### src/rtl/poly_pkg.sv
// Shared types for the Horner polynomial evaluator.
// State encoding also drives the Y observation port.
package poly_pkg;

  localparam int STATE_W = 2;

  typedef enum logic [STATE_W-1:0] {
    IDLE = 2'd0,
    LOAD = 2'd1,
    MAC  = 2'd2,
    DONE = 2'd3
  } state_e;

endpackage

### src/rtl/poly_horner_ctrl_if.sv
// Start/operand/result bundle of the Horner evaluator.
// master drives start and operands; slave is the evaluator.
interface poly_horner_ctrl_if #(
  parameter int WIDTH  = 8,
  parameter int DEGREE = 3
);
  import poly_pkg::*;

  logic                        w;
  logic [WIDTH-1:0]            x;
  logic [(DEGREE+1)*WIDTH-1:0] coef;
  logic [WIDTH-1:0]            result;
  logic                        done;
  logic                        busy;
  logic                        ovf;
  logic [STATE_W-1:0]          Y;

  modport master (
    output w, x, coef,
    input  result, done, busy, ovf, Y
  );

  modport slave (
    input  w, x, coef,
    output result, done, busy, ovf, Y
  );

endinterface

### src/rtl/poly_mac_step.sv
// One Horner step: y = reduce(s*x + a), full precision 2*WIDTH+1.
// POLY_SAT_EN selects saturation; otherwise low WIDTH bits kept.
module poly_mac_step #(
  parameter int WIDTH = 8
) (
  input  logic [WIDTH-1:0] s_i,
  input  logic [WIDTH-1:0] x_i,
  input  logic [WIDTH-1:0] a_i,
  output logic [WIDTH-1:0] y_o,
  output logic             ovf_o
);

  logic [2*WIDTH-1:0] prod;
  logic [2*WIDTH:0]   sum;
  logic               hi;

  assign prod = {{WIDTH{1'b0}}, s_i} * {{WIDTH{1'b0}}, x_i};
  assign sum  = {1'b0, prod} + {{(WIDTH+1){1'b0}}, a_i};
  assign hi   = |sum[2*WIDTH:WIDTH];

`ifdef POLY_SAT_EN
  assign y_o   = hi ? {WIDTH{1'b1}} : sum[WIDTH-1:0];
  assign ovf_o = hi;
`else
  logic unused_hi;
  assign unused_hi = hi;
  assign y_o       = sum[WIDTH-1:0];
  assign ovf_o     = 1'b0;
`endif

endmodule

### src/rtl/poly_horner_ctrl.sv
// Horner evaluator: FSM, operand capture, accumulator, result.
// Optional saturating reduction via POLY_SAT_EN.
module poly_horner_ctrl
  import poly_pkg::*;
#(
  parameter int WIDTH  = 8,
  parameter int DEGREE = 3
) (
  input logic               clk,
  input logic               rst,
  poly_horner_ctrl_if.slave bus
);

  localparam int KW = $clog2(DEGREE + 1);
  localparam int CW = (DEGREE + 1) * WIDTH;

  state_e           state_q, state_d;
  logic [WIDTH-1:0] s_q, s_d;
  logic [KW-1:0]    k_q, k_d;
  logic [WIDTH-1:0] x_q, x_d;
  logic [CW-1:0]    coef_q, coef_d;
  logic [WIDTH-1:0] result_q, result_d;
  logic             ovf_q, ovf_d;

  logic [WIDTH-1:0] step_a;
  logic [WIDTH-1:0] step_y;
  logic             step_ovf;

  assign step_a = coef_q[int'(k_q)*WIDTH +: WIDTH];

  poly_mac_step #(.WIDTH(WIDTH)) u_step (
    .s_i   (s_q),
    .x_i   (x_q),
    .a_i   (step_a),
    .y_o   (step_y),
    .ovf_o (step_ovf)
  );

  // State and datapath registers with synchronous reset.
  always_ff @(posedge clk) begin
    if (rst) begin
      state_q  <= IDLE;
      s_q      <= '0;
      k_q      <= '0;
      x_q      <= '0;
      coef_q   <= '0;
      result_q <= '0;
      ovf_q    <= 1'b0;
    end else begin
      state_q  <= state_d;
      s_q      <= s_d;
      k_q      <= k_d;
      x_q      <= x_d;
      coef_q   <= coef_d;
      result_q <= result_d;
      ovf_q    <= ovf_d;
    end
  end

  // Next-state and datapath updates; hold everything by default.
  always_comb begin
    state_d  = state_q;
    s_d      = s_q;
    k_d      = k_q;
    x_d      = x_q;
    coef_d   = coef_q;
    result_d = result_q;
    ovf_d    = ovf_q;
    unique case (state_q)
      IDLE: begin
        if (bus.w) begin
          x_d     = bus.x;
          coef_d  = bus.coef;
          state_d = LOAD;
        end
      end
      LOAD: begin
        s_d     = coef_q[DEGREE*WIDTH +: WIDTH];
        k_d     = KW'(DEGREE - 1);
        ovf_d   = 1'b0;
        state_d = MAC;
      end
      MAC: begin
        s_d   = step_y;
        ovf_d = ovf_q | step_ovf;
        if (k_q == '0) begin
          result_d = step_y;
          state_d  = DONE;
        end else begin
          k_d = k_q - KW'(1);
        end
      end
      DONE: begin
        state_d = IDLE;
      end
    endcase
  end

  assign bus.result = result_q;
  assign bus.done   = (state_q == DONE);
  assign bus.busy   = (state_q != IDLE);
  assign bus.ovf    = ovf_q;
  assign bus.Y      = state_q;

endmodule

### src/flat_wrapper.sv
// flat-port wrapper written by rule: the top's interface ports become plain ports
module poly_horner_ctrl_flat import poly_pkg::*;
#(
  parameter int WIDTH  = 8,
  parameter int DEGREE = 3
)
  (clk, rst, bus_w, bus_x, bus_coef, bus_result, bus_done, bus_busy, bus_ovf, bus_Y);
  poly_horner_ctrl_if #(.WIDTH(WIDTH), .DEGREE(DEGREE)) bus_i ();
  input logic clk;
  input logic rst;
  input wire logic [$bits(bus_i.w)-1:0] bus_w;
  input wire logic [$bits(bus_i.x)-1:0] bus_x;
  input wire logic [$bits(bus_i.coef)-1:0] bus_coef;
  output wire logic [$bits(bus_i.result)-1:0] bus_result;
  output wire logic [$bits(bus_i.done)-1:0] bus_done;
  output wire logic [$bits(bus_i.busy)-1:0] bus_busy;
  output wire logic [$bits(bus_i.ovf)-1:0] bus_ovf;
  output wire logic [$bits(bus_i.Y)-1:0] bus_Y;
  assign bus_i.w = bus_w;
  assign bus_i.x = bus_x;
  assign bus_i.coef = bus_coef;
  assign bus_result = bus_i.result;
  assign bus_done = bus_i.done;
  assign bus_busy = bus_i.busy;
  assign bus_ovf = bus_i.ovf;
  assign bus_Y = bus_i.Y;
  poly_horner_ctrl #(.WIDTH(WIDTH), .DEGREE(DEGREE)) u_core (.clk(clk), .rst(rst), .bus(bus_i));
endmodule
### config.mk
export PLATFORM = sky130hd
export DESIGN_NAME = poly_horner_ctrl_flat
export DESIGN_NICKNAME = d
export VERILOG_FILES = /design/src/rtl/poly_pkg.sv /design/src/rtl/poly_horner_ctrl_if.sv /design/src/rtl/poly_mac_step.sv /design/src/rtl/poly_horner_ctrl.sv /design/src/flat_wrapper.sv
export SDC_FILE = /design/constraint.sdc
export NUM_CORES = 1
export LEC_CHECK = 0
export BUFFER_PORTS_ARGS = -buffer_cell sky130_fd_sc_hd__buf_2
export CORE_MARGIN = 1
export CORE_UTILIZATION = 40
export CTS_BUF_LIST = sky130_fd_sc_hd__clkbuf_4
export DETAILED_ROUTE_END_ITERATION = 16
export GPL_TIMING_DRIVEN = 0
export PLACE_DENSITY_LB_ADDON = 0.05
export SLEW_MARGIN = 10
export SYNTH_ARGS = -nofsm -noshare
export SYNTH_HDL_FRONTEND = slang
export SYNTH_HIERARCHICAL = 1
export SYNTH_SLANG_ARGS = --single-unit
### constraint.sdc
create_clock -name clk -period 12.2 [get_ports clk]
set_clock_uncertainty 0.2 [all_clocks]
set_input_delay 2.44 -clock clk [delete_from_list [all_inputs] [get_ports clk]]
set_output_delay 2.44 -clock clk [all_outputs]
set_load 0.05 [all_outputs]
==> results of run 1 <==
==> cell usage in the layout (no fill, tap or decap), types with 2 or more instances in the layout <==
cell	synthesis	layout
nand2_1	113	113
buf_2	10	64
dfxtp_1	61	61
a21oi_1	46	46
inv_1	41	41
ha_1	24	24
fa_1	18	18
xnor2_1	16	16
and2_1	12	12
clkbuf_4	0	9
mux2i_1	9	9
a211oi_1	9	9
mux4_2	8	8
nand3_1	8	8
nor2_1	8	8
buf_6	6	6
a21oi_2	6	6
clkbuf_1	6	6
clkinv_1	0	4
and2_2	3	3
buf_4	2	2
and2b_1	2	2
nor2b_1	2	2
nor3_1	2	2
a21o_1	2	2
==> cells by family (layout without fill, tap and decap cells) <==
| group | after synthesis | count (layout) |
|---|---|---|
| and+or+nand+nor | 152 | 152 |
| AOI/OAI and AO/OA | 66 | 66 |
| buffers and inverters | 65 | 133 |
| DFF | 61 | 61 |
| adders and majority gates | 42 | 42 |
| xor gates and xnor gates | 18 | 18 |
| muxes | 17 | 17 |
| other | 1 | 1 |
==> cell type report <==
cell class                 instances  area [sq um]  area share
sequential                        61          1220       0.293
inverter                          41           154      0.0369
multi-input combinational        296          2140       0.514
buffer                            24           155      0.0372
clock buffer                       9          67.6      0.0162
clock inverter                     5          20.0     0.00481
timing repair buffer              54           270      0.0649
tap                              108           135      0.0324
==> metrics by stage <==
stage	instances	total power [mW]
after CTS	598	0.783
after global routing	598	0.843
final	598	0.771
after floorplan	422	0.569
after global placement	584	0.672
after detailed placement	584	0.675
==> power groups by stage <==
stage               Sequential [mW]  Combinational (mW)  Clock (mW)
global route                  0.299               0.425       0.119
global placement              0.296               0.375           0
CTS                           0.292               0.380       0.111
finish                        0.291               0.374       0.106
floorplan                     0.299               0.269           0
detailed placement            0.297               0.379           0
==> critical path: cells and delay by family (launching register included) <==
family | cells | cell delay [ns]
adders and majority gates | 5 | 2.09
muxes | 2 | 0.64
buffers and inverters | 5 | 0.48
xor gates and xnor gates | 2 | 0.46
AOI/OAI and AO/OA | 3 | 0.45
DFF | 1 | 0.33
==> registers in the layout, summed over array words and instances (netlist names) <==
name	flops
u_core/bus.Y	2
u_core/bus.ovf	1
u_core/bus.result	8
u_core/coef_q	32
u_core/k_q	2
u_core/s_q	8
u_core/x_q	8
==> Yosys cell counts, drive strengths merged <==
master   count
nand2      114
dfxtp       61
a21oi       52
inv         41
ha          24
buf         18
fa          18
xnor2       17
and2        15
a211oi       9
mux2i        9
mux4         8
nand3        8
nor2         8
clkbuf       6
a21o         2
and2b        2
nor2b        2
nor3         2
conb         1
o2111ai      1
o211a        1
o41ai        1
or3          1
xor2         1
==> final timing paths <==
kind / depth (start not counted) / end / slack, ns
setup / recovery: 17 / u_core/s_q[7]$_SDFFE_PP0P_ / 7.48
hold / removal: 2 / u_core/bus.result[3]$_SDFFE_PP0P_ / 0.26
setup reg to reg: 17 / u_core/s_q[7]$_SDFFE_PP0P_ / 7.48
hold reg to reg: 2 / u_core/bus.result[3]$_SDFFE_PP0P_ / 0.26
==> metal layers <==
metal  up-vias  routed length (um)  track usage
met2        46                4050        0.344
li1       1487                   -            -
met3        11                 274       0.0272
met4         0                 156       0.0862
met1      1338                4050        0.254
met5         -                   0            0
==> flow_summary.json, run 1 <==
{
  "outcome": "finished, violations left",
  "violations": "DRC",
  "swShare": 0.449,
  "critPathRequiredTime_ns": 12.31,
  "fin_util": 0.473,
  "cts_buffers": 9,
  "insertion_delay_ns": 0.38,
  "antenna_left": 0,
  "synth_compound_area_frac": 0.109,
  "synth_area_sq_um": 3670,
  "combPwrFrac": 0.485,
  "clk_pin_slew_ns": 0.10,
  "grt_max_degree": 11,
  "p_int_mw": 0.425,
  "pin_count": 56,
  "fin_ws_ns": 7.48,
  "period_minus_slack_ns": 4.72,
  "relSlewSlack": 0.636,
  "max_cap_violations": 0,
  "p_seq_frac": 0.378,
  "vias_per_cell": 4.82,
  "drv_slew": 0,
  "cts_root_buf": "clkbuf_4",
  "p_leak_nw": 1.85,
  "crit_path_max_fanout": 9,
  "die_h_um": 97.8,
  "muxShareOfSynthArea": 0.0736,
  "drive_gt1_frac": 0.208,
  "grtUsageTotal": 0.201,
  "wl_per_cell_um": 14.3,
  "cpMaxStageDelayCell": "fa_1",
  "post_cts_buffers": 0,
  "yosysTopAreaCellShare": 0.333,
  "grt_pass1_vias": 3120,
  "htree_levels": 3,
  "synth_simple_gate_area_share": 0.175,
  "drt_iter0_drc": 77,
  "num_rows": 34,
  "hpwlAfterDp_um": 6820,
  "clock-sinks": 61,
  "yosys_warnings": 6,
  "final_cell_area_sq_um": 4170,
  "synth_top_area_cell": "dfxtp_1",
  "p_switching_mw": 0.346,
  "place_area_sq_um": 4080,
  "ys_seq_elements": 61,
  "worstHoldStart": "u_core/bus.result[3]$_SDFFE_PP0P_",
  "critPathLaunchType": "register",
  "synth_cell_types": 31,
  "gp_congestion": 0.775,
  "start_util": 0.417,
  "n_antenna_cell": 0,
  "holdBufCountCts": 0,
  "tritoncts": "built",
  "fill_cells": 904,
  "area_growth_pct": 13.4,
  "num_vias": 2882,
  "crit_path_start": "u_core/k_q[0]$_SDFFE_PP0P_",
  "nets": 572,
  "pre_cts_ws_ns": 7.46,
  "wl_um": 8530,
  "setup_viol": 0,
  "fmax_mhz": 212,
  "hold_violations": 0,
  "fp.coreArea_sq_um": 8810,
  "synthAdderAreaFrac": 0.180,
  "power_frac_clock": 0.137,
  "drc": 2,
  "reg2reg_from": "u_core/k_q[0]$_SDFFE_PP0P_",
  "rsz0062_at_grt": "no",
  "synth-xor-area-share": 0.0450,
  "cts_resized": 0,
  "crit_type": "reg -> reg",
  "synth_top_family_by_area": "adder cells",
  "detail_route.first_pass.iterations": 10,
  "synth_area_leaders": "dfxtp_1 (33%), nand2_1 (12%), fa_1 (9.8%), ha_1 (8.2%), a21oi_1 (6.3%)",
  "die_w_um": 97.8,
  "avgSynthCellArea_sq_um": 8.70,
  "grt_pass1_wl_um": 14900,
  "die_area_sq_um": 9570,
  "io_buffers": 54,
  "grt-ovfl-total": 0,
  "syn-instance-count": 422,
  "synth_nets": 507,
  "clockBufferDepth": 2,
  "cp.arrival_ns": 4.83,
  "max_stage_delay_ns": 0.52,
  "seq_area_frac_synth": 0.333,
  "finalCritPeriodShare": 0.387,
  "setup_tns_ns": 0,
  "worst_slew_pin_slew_ns": 0.546,
  "endpoint_kind": "register",
  "crit_path_cell_trace": "buf_6, mux4_2, inv_1, fa_1, inv_1, fa_1, ha_1, inv_1, fa_1, fa_1, inv_1, a21o_1, a21oi_1, xnor2_2, xnor2_1, mux2i_1, a211oi_1",
  "hold_class": "reg -> reg",
  "antenna_found_initial": 0,
  "whs_ns": 0.256,
  "cellPowerDensity_nw_per_um2": 185,
  "vdd_ir_drop_max_v": 0.0000802
}
(Power assumes the default switching activity.)
==> run 2, diff against run 1 <==
- clock period: 12.2 -> 4.23 ns (I/O delays scaled with it)
==> flow_summary.json, run 2 (synthesized netlist as in run 1, its figures left out) <==
{
  "grt_pass1_vias": 2989,
  "grt_pass1_wl_um": 14900,
  "start_util": 0.417,
  "num_rows": 34,
  "violations": "DRC, setup timing",
  "clock-sinks": 61,
  "wl_per_cell_um": 14.5,
  "clockBufferDepth": 2,
  "worst_r2r_path_depth": 19,
  "critPathRequiredTime_ns": 4.37,
  "fin_ws_ns": -0.174,
  "drive_gt1_frac": 0.278,
  "final_common_cell": "nand2_1",
  "cts_root_buf": "clkbuf_4",
  "final_cell_mix": "nand2_1 (113), buf_2 (64), dfxtp_1 (60), a21oi_1 (43), inv_1 (33)",
  "met1_length_um": 4230,
  "dp.cells": 584,
  "rrSetupSlack_ns": -0.17,
  "regToRegEndpoint": "u_core/bus.result[7]$_SDFFE_PP0P_",
  "drv_slew": 0,
  "grtUsageTotal": 0.201,
  "hpwlAfterDp_um": 6880,
  "clk_pin_slew_ns": 0.11,
  "met2_wirelength_um": 4150,
  "final_cells": 605,
  "finalCritPeriodShare": 1.04,
  "p_leak_nw": 1.91,
  "reg2reg_from": "u_core/k_q[0]$_SDFFE_PP0P_",
  "outcome": "finished, violations left",
  "fmax_mhz": 227,
  "fp.coreArea_sq_um": 8810,
  "die_h_um": 97.8,
  "die_area_sq_um": 9570,
  "drt_iter0_drc": 104,
  "holdBufCountCts": 0,
  "nets": 577,
  "tritoncts": "built",
  "insertion_delay_ns": 0.41,
  "drc": 2,
  "num_vias": 2939,
  "setup_tns_ns": -0.378,
  "n_antenna_cell": 0,
  "vias_per_cell": 4.86,
  "worstHoldStart": "u_core/bus.result[2]$_SDFFE_PP0P_",
  "hold_violations": 0,
  "gp_congestion": 0.778,
  "whs_endpoint": "u_core/bus.result[2]$_SDFFE_PP0P_",
  "pin_count": 56,
  "antenna_found_initial": 0,
  "fill_cells": 884,
  "crit_path_max_fanout": 6,
  "holdPathStages": 2,
  "endpoint_kind": "register",
  "period_minus_slack_ns": 4.40,
  "rsz0062_at_grt": "yes",
  "crit_type": "reg -> reg",
  "routed.top_layer": "met4",
  "area_growth_pct": 19.7,
  "cp.arrival_ns": 4.55,
  "setup_viol": 3,
  "detail_route.first_pass.iterations": 10,
  "critPathLaunchType": "register",
  "hold_class": "reg -> reg",
  "grt_max_degree": 13,
  "die_w_um": 97.8,
  "antenna_left": 0,
  "io_buffers": 54,
  "grt-ovfl-total": 0,
  "worst_slew_pin_slew_ns": 0.536,
  "vdd_ir_drop_max_v": 0.000242,
  "regMostFlops": "u_core/coef_q",
  "relSlewSlack": 0.642,
  "wl_met3_um": 276,
  "max_cap_violations": 0,
  "htree_levels": 3,
  "cts_buffers": 9,
  "largest_register_ffs": 32,
  "wl_um": 8780,
  "cellPowerDensity_nw_per_um2": 569
}
## run 2: area by class of cell
type | instances | area (sq um) | share of cell area
inverters | 41 | 154 | 0.0350
well taps | 108 | 135 | 0.0308
clock buffers | 9 | 67.6 | 0.0154
repair buffers | 59 | 312 | 0.0709
multi-input cells | 296 | 2250 | 0.511
clock inverters | 7 | 98.8 | 0.0225
flip-flops and latches | 61 | 1220 | 0.278
plain buffers | 24 | 159 | 0.0362
## run 2: how the worst max path moves through the flow
| stage | cells past startpoint | endpoint | start | slack (ns) |
|---|---|---|---|---|
| finish | 19 | u_core/bus.result[7]$_SDFFE_PP0P_ | u_core/k_q[0]$_SDFFE_PP0P_ | -0.17 |
| global placement | 17 | u_core/s_q[7]$_SDFFE_PP0P_ | u_core/k_q[0]$_SDFFE_PP0P_ | -0.36 |
| global route | 17 | u_core/s_q[7]$_SDFFE_PP0P_ | u_core/k_q[0]$_SDFFE_PP0P_ | -0.41 |
| detailed placement | 18 | u_core/s_q[7]$_SDFFE_PP0P_ | u_core/k_q[0]$_SDFFE_PP0P_ | -0.38 |
| CTS | 17 | u_core/s_q[7]$_SDFFE_PP0P_ | u_core/k_q[0]$_SDFFE_PP0P_ | -0.19 |
| floorplan | 17 | u_core/s_q[7]$_SDFFE_PP0P_ | u_core/k_q[0]$_SDFFE_PP0P_ | 0.004 |
## run 2: timing repair
| item | in CTS | in global routing |
|---|---|---|
| setup buffers | 4 | 1 |
| gates resized for setup | 20 | 4 |
| endpoints found under the hold margin | 0 | 0 |
| setup endpoints to repair | 5 | 5 |
| pin swaps | 29 | 6 |
## run 2: report_power, final
part / switching [mW] / total (mW) / leakage, nW / internal, mW
logic: 0.702 / 1.18 / 1.33 / 0.479
registers: 0.138 / 0.842 / 0.500 / 0.704
clock network: 0.236 / 0.478 / 0.0865 / 0.242
## run 2: routing by layer
metal | vias up | track usage
met4 | 0 | 0.0653
met3 | 9 | 0.0351
met2 | 52 | 0.336
met5 | - | 0
met1 | 1381 | 0.263
li1 | 1497 | -
## run 2: worst max-delay path, stage by stage, from the launching register on
cell and delay [ns]:
dfxtp_2 0.35, buf_8 0.13, mux4_2 0.51, inv_2 0.10, fa_1 0.40, inv_2 0.08
ha_4 0.20, ha_4 0.21, fa_1 0.53, ha_2 0.18, inv_1 0.06, fa_2 0.40
inv_2 0.05, a21o_1 0.15, a21oi_4 0.08, xnor2_2 0.15, xnor2_2 0.22, buf_4 0.16
nand3_2 0.06, a21oi_2 0.13
## run 2: through the flow
stage / total power [mW] / worst slack, ns / cell area [sq um] / utilization / hold WS [ns]
2_1_floorplan: 1.67 / 0.00380 / 3710 / - / 0.233
3_3_place_gp: 1.97 / -0.357 / 4120 / 0.467 / 0.242
3_5_place_dp: 1.98 / -0.378 / 4120 / 0.467 / 0.244
4_1_cts: 2.51 / -0.194 / 4370 / 0.497 / 0.261
5_1_grt: 2.70 / -0.406 / 4390 / 0.499 / 0.279
6_report: 2.50 / -0.174 / 4390 / 0.499 / 0.258
